**src/rtl/memory_access_unit.sv**
```systemverilog
// rtl/memory_access_unit.sv - byte-serial load/store controller for a 512x8 data RAM
// Big-endian 1/2/4-byte transfers with alignment check and load sign/zero extension.
module memory_access_unit #(
    parameter int ADDR_W = 9
) (
    input  logic              Clk,
    input  logic              Clr,
    input  logic              MFA,
    input  logic              ReadWrite,
    input  logic [5:0]        S_memory,
    input  logic [ADDR_W-1:0] Address,
    input  logic [31:0]       DataIn,
    output logic [31:0]       DataOut,
    output logic              MFC,
    output logic              align_err,
    output logic [ADDR_W-1:0] ram_addr,
    output logic [7:0]        ram_wdata,
    output logic              ram_we,
    output logic              ram_en,
    input  logic [7:0]        ram_rdata
);

    typedef enum logic [2:0] {IDLE, XFER, CAPTURE, DONE, RELEASE} state_t;

    state_t            state, state_next;
    logic [ADDR_W-1:0] base, base_next;
    logic              rw, rw_next;
    logic              sgn, sgn_next;
    logic [1:0]        last, last_next;
    logic [31:0]       wdata_lat, wdata_lat_next;
    logic [1:0]        k, k_next;
    logic [1:0]        k_inc;
    logic [23:0]       asm_q;
    logic              rd_pend;
    logic [31:0]       assembled;

    logic [31:0]       dout_next;
    logic              mfc_next, err_next, we_next, en_next;
    logic [ADDR_W-1:0] addr_next;
    logic [7:0]        wbyte_next;

    logic              reject;
    logic [1:0]        req_last;
    logic              unused_bits;

    assign unused_bits = ^{S_memory[5:4], S_memory[2]};
    assign k_inc       = k + 2'd1;
    assign assembled   = {asm_q, ram_rdata};

    // last = N-1; size 11 (doubleword) is never supported
    always_comb begin
        req_last = 2'd0;
        reject   = 1'b0;
        case (S_memory[1:0])
            2'b00: begin req_last = 2'd3; reject = (Address[1:0] != 2'b00); end
            2'b01: req_last = 2'd0;
            2'b10: begin req_last = 2'd1; reject = Address[0]; end
            default: reject = 1'b1;
        endcase
    end

    // Byte idx counted from the least significant end of the store word
    function automatic logic [7:0] pick_byte(input logic [31:0] d, input logic [1:0] idx);
        return d[{idx, 3'b000} +: 8];
    endfunction

    always_comb begin
        state_next     = state;
        base_next      = base;
        rw_next        = rw;
        sgn_next       = sgn;
        last_next      = last;
        wdata_lat_next = wdata_lat;
        k_next         = k;
        dout_next      = DataOut;
        mfc_next       = 1'b0;
        err_next       = 1'b0;
        addr_next      = ram_addr;
        wbyte_next     = ram_wdata;
        we_next        = 1'b0;
        en_next        = 1'b0;
        case (state)
            IDLE: begin
                if (MFA) begin
                    base_next      = Address;
                    rw_next        = ReadWrite;
                    sgn_next       = S_memory[3];
                    wdata_lat_next = DataIn;
                    k_next         = 2'd0;
                    if (reject) begin
                        state_next = DONE;
                        mfc_next   = 1'b1;
                        err_next   = 1'b1;
                    end else begin
                        last_next  = req_last;
                        state_next = XFER;
                        en_next    = 1'b1;
                        we_next    = ~ReadWrite;
                        addr_next  = Address;
                        wbyte_next = pick_byte(DataIn, req_last);
                    end
                end
            end
            XFER: begin
                if (k == last) begin
                    state_next = rw ? CAPTURE : DONE;
                    mfc_next   = ~rw;
                end else begin
                    k_next     = k_inc;
                    en_next    = 1'b1;
                    we_next    = ~rw;
                    addr_next  = base + {{(ADDR_W-2){1'b0}}, k_inc};
                    wbyte_next = pick_byte(wdata_lat, last - k_inc);
                end
            end
            CAPTURE: begin
                state_next = DONE;
                mfc_next   = 1'b1;
                case (last)
                    2'd0:    dout_next = {{24{sgn & assembled[7]}}, assembled[7:0]};
                    2'd1:    dout_next = {{16{sgn & assembled[15]}}, assembled[15:0]};
                    default: dout_next = assembled;
                endcase
            end
            DONE: state_next = RELEASE;
            RELEASE: begin
                if (!MFA) state_next = IDLE;
            end
            default: state_next = IDLE;
        endcase
    end

    always_ff @(posedge Clk) begin
        if (Clr) begin
            state     <= IDLE;
            base      <= '0;
            rw        <= 1'b0;
            sgn       <= 1'b0;
            last      <= 2'd0;
            wdata_lat <= 32'd0;
            k         <= 2'd0;
            DataOut   <= 32'd0;
            MFC       <= 1'b0;
            align_err <= 1'b0;
            ram_addr  <= '0;
            ram_wdata <= 8'd0;
            ram_we    <= 1'b0;
            ram_en    <= 1'b0;
        end else begin
            state     <= state_next;
            base      <= base_next;
            rw        <= rw_next;
            sgn       <= sgn_next;
            last      <= last_next;
            wdata_lat <= wdata_lat_next;
            k         <= k_next;
            DataOut   <= dout_next;
            MFC       <= mfc_next;
            align_err <= err_next;
            ram_addr  <= addr_next;
            ram_wdata <= wbyte_next;
            ram_we    <= we_next;
            ram_en    <= en_next;
        end
    end

    // Read data lags its issue by one cycle, so shift on the cycle after a read
    always_ff @(posedge Clk) begin
        if (Clr) begin
            rd_pend <= 1'b0;
            asm_q   <= 24'd0;
        end else begin
            rd_pend <= ram_en & ~ram_we;
            if (rd_pend) asm_q <= {asm_q[15:0], ram_rdata};
        end
    end

endmodule

```
**config.mk**
```make
export PLATFORM = sky130hd
export DESIGN_NAME = memory_access_unit
export DESIGN_NICKNAME = d
export VERILOG_FILES = /design/src/rtl/memory_access_unit.sv
export SDC_FILE = /design/constraint.sdc
export NUM_CORES = 1
export LEC_CHECK = 0
export CAP_MARGIN = 5
export CORE_AREA = 2 2 97 168
export DETAILED_ROUTE_END_ITERATION = 10
export DIE_AREA = 0 0 99 170
export SLEW_MARGIN = 10
export SYNTH_ARGS = -nofsm -noshare
export SYNTH_HDL_FRONTEND = slang
export SYNTH_SLANG_ARGS = --single-unit
```
**constraint.sdc**
```tcl
create_clock -name Clk -period 2.8 [get_ports Clk]
set_input_delay 0.7 -clock Clk [delete_from_list [all_inputs] [get_ports Clk]]
set_output_delay 0.7 -clock Clk [all_outputs]
set_load 0.02 [all_outputs]
```
Yosys cells after proc, flatten, opt, wreduce, memory -nomap -nowiden
Index checks and enable logic that the tools add are counted.

storage, ports and cells
  flip-flop bits (word level) = 128
  input port bits = 59

operators by class
  $add $sub $neg = 3
  equality and inequality tests = 13
  shifts and indexed selects = 2
  mux-type cells = 32
  bitwise gates (word level) = 8
  reduce and logical (&&, ||, !) cells = 11

operator list
  kind                  number
  $pmux W32 S2          1
  $shiftx A32 B6 Y8     2
  $mux W9               3
  $mux W8               3
  $pmux W9 S2           1
  $pmux W8 S2           1
  $pmux W3 S5           1
  $mux W1               10
  $ne A2 B2 Y1 const B  5
  $add A9 B2 Y9         1
  $mux W3               3
  $reduce_and A3 Y1     3
  $pmux W2 S2           2
  $eq A3 B2 Y1 const B  2
  $mux W2               3
  $pmux W1 S3           2
  $not A1 Y1            5
  $eq A2 B1 Y1 const B  2
  $logic_not A2 Y1      2
  $pmux W1 S2           2
  $reduce_and A4 Y1     1
  $reduce_bool A2 Y1    2
  $and A1 B1 Y1         3
  $eq A3 B1 Y1 const B  1
  8 further kinds       8

Longest topological paths before layout
  depth after elaboration = 6
  gate-level depth with buffers = 8
  gate-level depth less buffers = 8

Least setup slack after synthesis
OpenSTA, ideal clock, no wires.

  kind = input-to-reg
  start point = in S_memory[1]
  end point = reg ram_addr[3]
  setup time = 0.070 ns
  arrival = 1.953 ns
  data required time = 2.730 ns
  setup slack = 0.777 ns
  cell stages on the path = 8
  path buffers = 3
  cell sequence = buf_2 nand2b_1 o31a_1 a22o_1 buf_2 buf_2 nand2_1 a21oi_1

between the ends
  longest elaborated chain between the ends = 4
  elaborated cells between the ends (all ways) = 6
  classes of those cells = eq/ne (3); mux (1); reduce/logical (2)

RTL lines
  what                                        RTL line  text
  start: declaration                          10        input logic [5:0] S_memory,
  $eq A2 B2 Y1, or another cell as far along  54        case (S_memory[1:0])
  $pmux W1 S3 (*)                             54
  $ne A2 B2 Y1 (no source line) (*)           --
  $reduce_and A4 Y1 (no source line) (*)      --
  end signal: assignment                      160       ram_addr <= addr_next;
  end: declaration                            16        output logic [ADDR_W-1:0] ram_addr,

Every way passes the cells marked *; elsewhere a longest branch is shown, timed or not.
A chain may end at the register's enable or synchronous reset.

Final worst setup path
  start point = reg k[0]
  end point = reg ram_wdata[1]

between the ends
  longest elaborated chain between the ends = 5
  elaborated cells between the ends (all ways) = 8
  classes of those cells = add/sub (2); eq/ne (2); shift (1); mux (2); reduce/logical (1)

RTL lines
  what                      RTL line  text
  start: declaration        31        logic [1:0] k, k_next;
  start signal: assignment  156       k <= k_next;
  $add A2 B1 Y2             47        assign k_inc = k + 2'd1;
  $sub A2 B2 Y2             113       wbyte_next = pick_byte(wdata_lat, last - k_inc);
  $shiftx A32 B6 Y8         64        return d[{idx, 3'b000} +: 8];
  $mux W8                   105       if (k == last) begin
  $pmux W8 S2               82        case (state)
  end signal: assignment    161       ram_wdata <= wbyte_next;
  end: declaration          17        output logic [7:0] ram_wdata,

Several ways; a longest one is shown, not always the timed one. The select of a mux whose other input is x is not followed.

==> metrics list <==
- The run finished with clean final reports.
- # Post-CTS Setup Buffers: 0
- Of the post-synthesis cell area, the dominant cell type holds 0.483.
- The synthesized design contains 0 enable-type register cells.
- Sequence of cells on the critical path: inv_1 > ha_1 > xnor2_1 > xnor2_1 > mux4_2 > nand2_1 > a21oi_1
- The number of gates resized after CTS was 0.
- CTS Buffer Depth: 2
* Combinational fraction of design power: 0.206
- Routed Antenna Nets: 0
- Input/output buffers: 108
* Die Span X: 99 um
- The worst setup path is launched from a flip-flop.
* Proportion of layout cells with a drive suffix above 1: 0.0882
* R2r startpoint: k[0]
* Number of buffer and inverter stages on the critical path: 1
- At the pin with the least slew margin, the transition time is 1.10 ns.
* Crit-path max FO: 8
* Worst r2r path cells: 7
* Predominant post-synthesis flop cell: sky130_fd_sc_hd__dfxtp_1
- Final RePlAce weighted congestion: 0.814
* Mapped Area: 5300 um2
- Power Density: 790 nW/um2
- The initial antenna violation count was 0.
* Hold Crit Endpoint: rd_pend
- Entering global routing, the biggest net connects 54 pins.
- Fin. Hold Viols: 0
- At the later pin of the worst-skew pair, clock insertion delay measures 0.41 ns.
- The worst-case IR drop observed on VDD is 0.412 mV.
- Of the available clock period, the critical path in the final layout requires 0.838.
* Part of the Yosys area used for sequential elements: 0.483
- The library cell used most frequently in the layout, excluding fill and tap cells, is sky130_fd_sc_hd__nand2_1.
- Placeable core area: 15400 um2
- After the first detailed-routing iteration, the DRC count stood at 226.
- Most frequent cells in the layout: 134 x sky130_fd_sc_hd__nand2_1, 128 x sky130_fd_sc_hd__dfxtp_1, 107 x sky130_fd_sc_hd__clkdlybuf4s50_1
- For this run, the total global-route usage over all layers was measured as 0.178.
- Yosys top cell by area: sky130_fd_sc_hd__dfxtp_1
- Synthesis handed over a netlist of 627 instances.
- The worst setup path is captured at a flip-flop.
* Final design instance area without fill: 7190 um2
* Total Wirelength: 14800 um
- Summing all placed instances gives a cell area of 6560 um2.
- Headroom to the max-slew limit came out at 0.259.
- Post-DR wirelength/cell: 16.0 um
- Static timing analysis puts the maximum clock frequency at 426 MHz.
* Worst reg2reg setup slack: 0.45 ns
- For this run, asynchronously set or reset flops after synthesis account for 0.
- Worst hold path startpoint: ram_we
- 112 I/O pins were placed.
* ANT cells: 0
- Mapped Avg Cell Area: 8.46 um2
- Filler cell count in the final layout: 1510
- In this run, post-CTS hold repair placed 0 buffers.
- Relative contribution of the clock network to total power: 0.418
- Clock tree from TritonCTS: built
- STA puts the critical path data arrival time at 2.64 ns.
* Data required time of the critical path: 3.10 ns
- The smallest clock period supported by the final layout is computed as 2.35 ns.
- The internal portion of the total power is 4.04 mW.
- Maxcap violations: 0
- Number of setup violations in the final report: 0
- Total clock buffers created by CTS: 17
- The die is 170 um tall.
* Signed area change from the synthesized netlist to the final layout: 35.5%
* Number of synthesized register bits: 128
- For this run, the number of Yosys warnings is 0.
- Leakage power total: 2.65 nW
* Final Util: 0.467
* Switching power: 1.64 mW
- Biggest cell delay along the critical path: 0.80 ns
- For this run, the detailed router's first-pass iteration total came to 5.
- The endpoint identified for the worst register-to-register timing path is ram_wdata[1].
* Most Frequent Cell on Critical Path: sky130_fd_sc_hd__xnor2_1
* Area of the die: 16800 um2
- By area the synthesized netlist is led by sky130_fd_sc_hd__dfxtp_1 48%, sky130_fd_sc_hd__nand2_1 9.5%, sky130_fd_sc_hd__a21oi_1 9.4%, sky130_fd_sc_hd__mux2i_1 6.4%, sky130_fd_sc_hd__nor2_1 4.5%.
* Final count of pins violating max slew: 0
* Total number of clock tree sinks: 128
- In the final design database the tool counted 787 nets.
* Via Count: 4679
- DPL Wire Length: 10300 um
- Startpoint-to-endpoint class of the critical path: reg -> reg
* Switching power share of the total: 0.289
- Cell count of the worst hold path: 1
- After detailed routing, the number of remaining DRC violations is 0.
- Among cell families on the critical path, the largest total delay comes from XOR/XNOR gates.
- Dividing the detail-routed via count by the number of cells gives 5.07.
- For the final database, setup skew stands at 0.00867 ns.
- Number of global-route vias before repair: 4662
- The H-tree was split into 4 levels.
* Congestion Overflow GR: 0
- Number of cell rows: 60
- The number of nets in the synthesized netlist is 690.
- For this design, the slowest cell found on the critical path is sky130_fd_sc_hd__xnor2_1.
- Path class of the lowest-slack min-delay path: reg -> reg
* Total negative slack: 0 ns
* Reg clk slew, reported paths: 0.06 ns
* Critical path launch point: k[0]
- Setup repair after global routing left no endpoint under its margin.
- Of the total power, registers draw 0.376.
- Root Buffer: sky130_fd_sc_hd__clkbuf_16
* Initial core utilization: 0.345
- The number of different library cells used by synthesis comes to 51.
- The first global-routing pass estimated 23600 um of wire.
[final cells by class]
| type | instances | area (um2) | area share |
|---|---|---|---|
| Sequential cell | 128 | 2560 | 0.357 |
| Multi-Input combinational cell | 448 | 2530 | 0.352 |
| Timing Repair Buffer | 125 | 1220 | 0.169 |
| Clock buffer | 18 | 429 | 0.0597 |
| Tap cell | 186 | 233 | 0.0324 |
| Clock inverter | 14 | 203 | 0.0282 |
| Inverter | 4 | 15.0 | 0.00209 |
[power by group through the flow]
stage	Sequential, mW	Clock (mW)	Combinational, mW
2_1_floorplan	2.27	0	0.573
3_3_place_gp	2.16	0	1.16
3_5_place_dp	2.17	0	1.18
4_1_cts	2.13	2.41	1.18
5_1_grt	2.16	2.51	1.28
6_report	2.13	2.37	1.17
[per-stage QoR]
| stage | std cells | setup WS (ns) | total power [mW] | hold WS [ns] |
|---|---|---|---|---|
| finish | 923 | 0.453 | 5.67 | 0.437 |
| global route | 923 | 0.205 | 5.95 | 0.473 |
| CTS | 923 | 0.437 | 5.73 | 0.453 |
| floorplan | 627 | 0.777 | 2.84 | 0.432 |
| global placement | 891 | 0.190 | 3.32 | 0.438 |
| detailed placement | 891 | 0.165 | 3.35 | 0.444 |
[state kept, by name (all words and copies together) (netlist names)]
name       cells
MFC            1
ram_wdata      8
wdata_lat     32
base           9
align_err      1
rw             1
state          3
sgn            1
rd_pend        1
ram_addr       9
ram_we         1
asm_q         24
DataOut       32
last           2
ram_en         1
k              2
[cells in the mapped netlist, types with 3 or more instances]
library cell               instances
sky130_fd_sc_hd__clkbuf_1         29
sky130_fd_sc_hd__xor2_1            8
sky130_fd_sc_hd__nor3_1            3
sky130_fd_sc_hd__nand2_1         134
sky130_fd_sc_hd__xnor2_1           5
sky130_fd_sc_hd__nand3_1           3
sky130_fd_sc_hd__a211o_1           3
sky130_fd_sc_hd__a211oi_1          3
sky130_fd_sc_hd__mux4_2            7
sky130_fd_sc_hd__mux2i_1          34
sky130_fd_sc_hd__dfxtp_1         128
sky130_fd_sc_hd__buf_1             6
sky130_fd_sc_hd__buf_2             9
sky130_fd_sc_hd__ha_1              3
sky130_fd_sc_hd__o21ai_0          41
sky130_fd_sc_hd__o211ai_1          3
sky130_fd_sc_hd__inv_1             3
sky130_fd_sc_hd__a21oi_1         100
sky130_fd_sc_hd__nor2_1           64
[worst register-to-register path, delay by kind of cell (launching register included)]
family / cells / cell delay [ns]
AO/OA/AOI/OAI: 1 / 0.06
XOR/XNOR: 2 / 0.94
adder cells (fa/ha/maj): 1 / 0.21
buffers and inverters: 1 / 0.12
flip-flops: 1 / 0.42
multiplexers: 1 / 0.42
AND/OR/NAND/NOR: 1 / 0.08
[worst max path at each step]
stage	to	slack (ns)	cells after the start
floorplan	ram_addr[3]	0.78	8
global placement	ram_addr[7]	0.19	8
detailed placement	ram_addr[7]	0.17	8
CTS	ram_wdata[3]	0.44	7
global route	ram_wdata[1]	0.20	7
finish	ram_wdata[1]	0.45	7
[cells by family after synthesis]
kind of cell,count (synthesis),share of synthesized area
buf+inv,51,0.0399
mux,42,0.0989
compound gates,168,0.174
flops,128,0.483
xor+xnor,13,0.0215
fa+ha+maj,4,0.0109
simple gates,221,0.172
[metal layers]
| metal | global-route usage | vias up | part of all wire |
|---|---|---|---|
| li1 | - | 2335 | - |
| met1 | 0.198 | 2193 | 0.39 |
| met2 | 0.307 | 121 | 0.52 |
| met3 | 0.0489 | 30 | 0.048 |
| met4 | 0.0893 | 0 | 0.035 |
| met5 | 0 | - | 0 |
(Power assumes the default switching activity.)
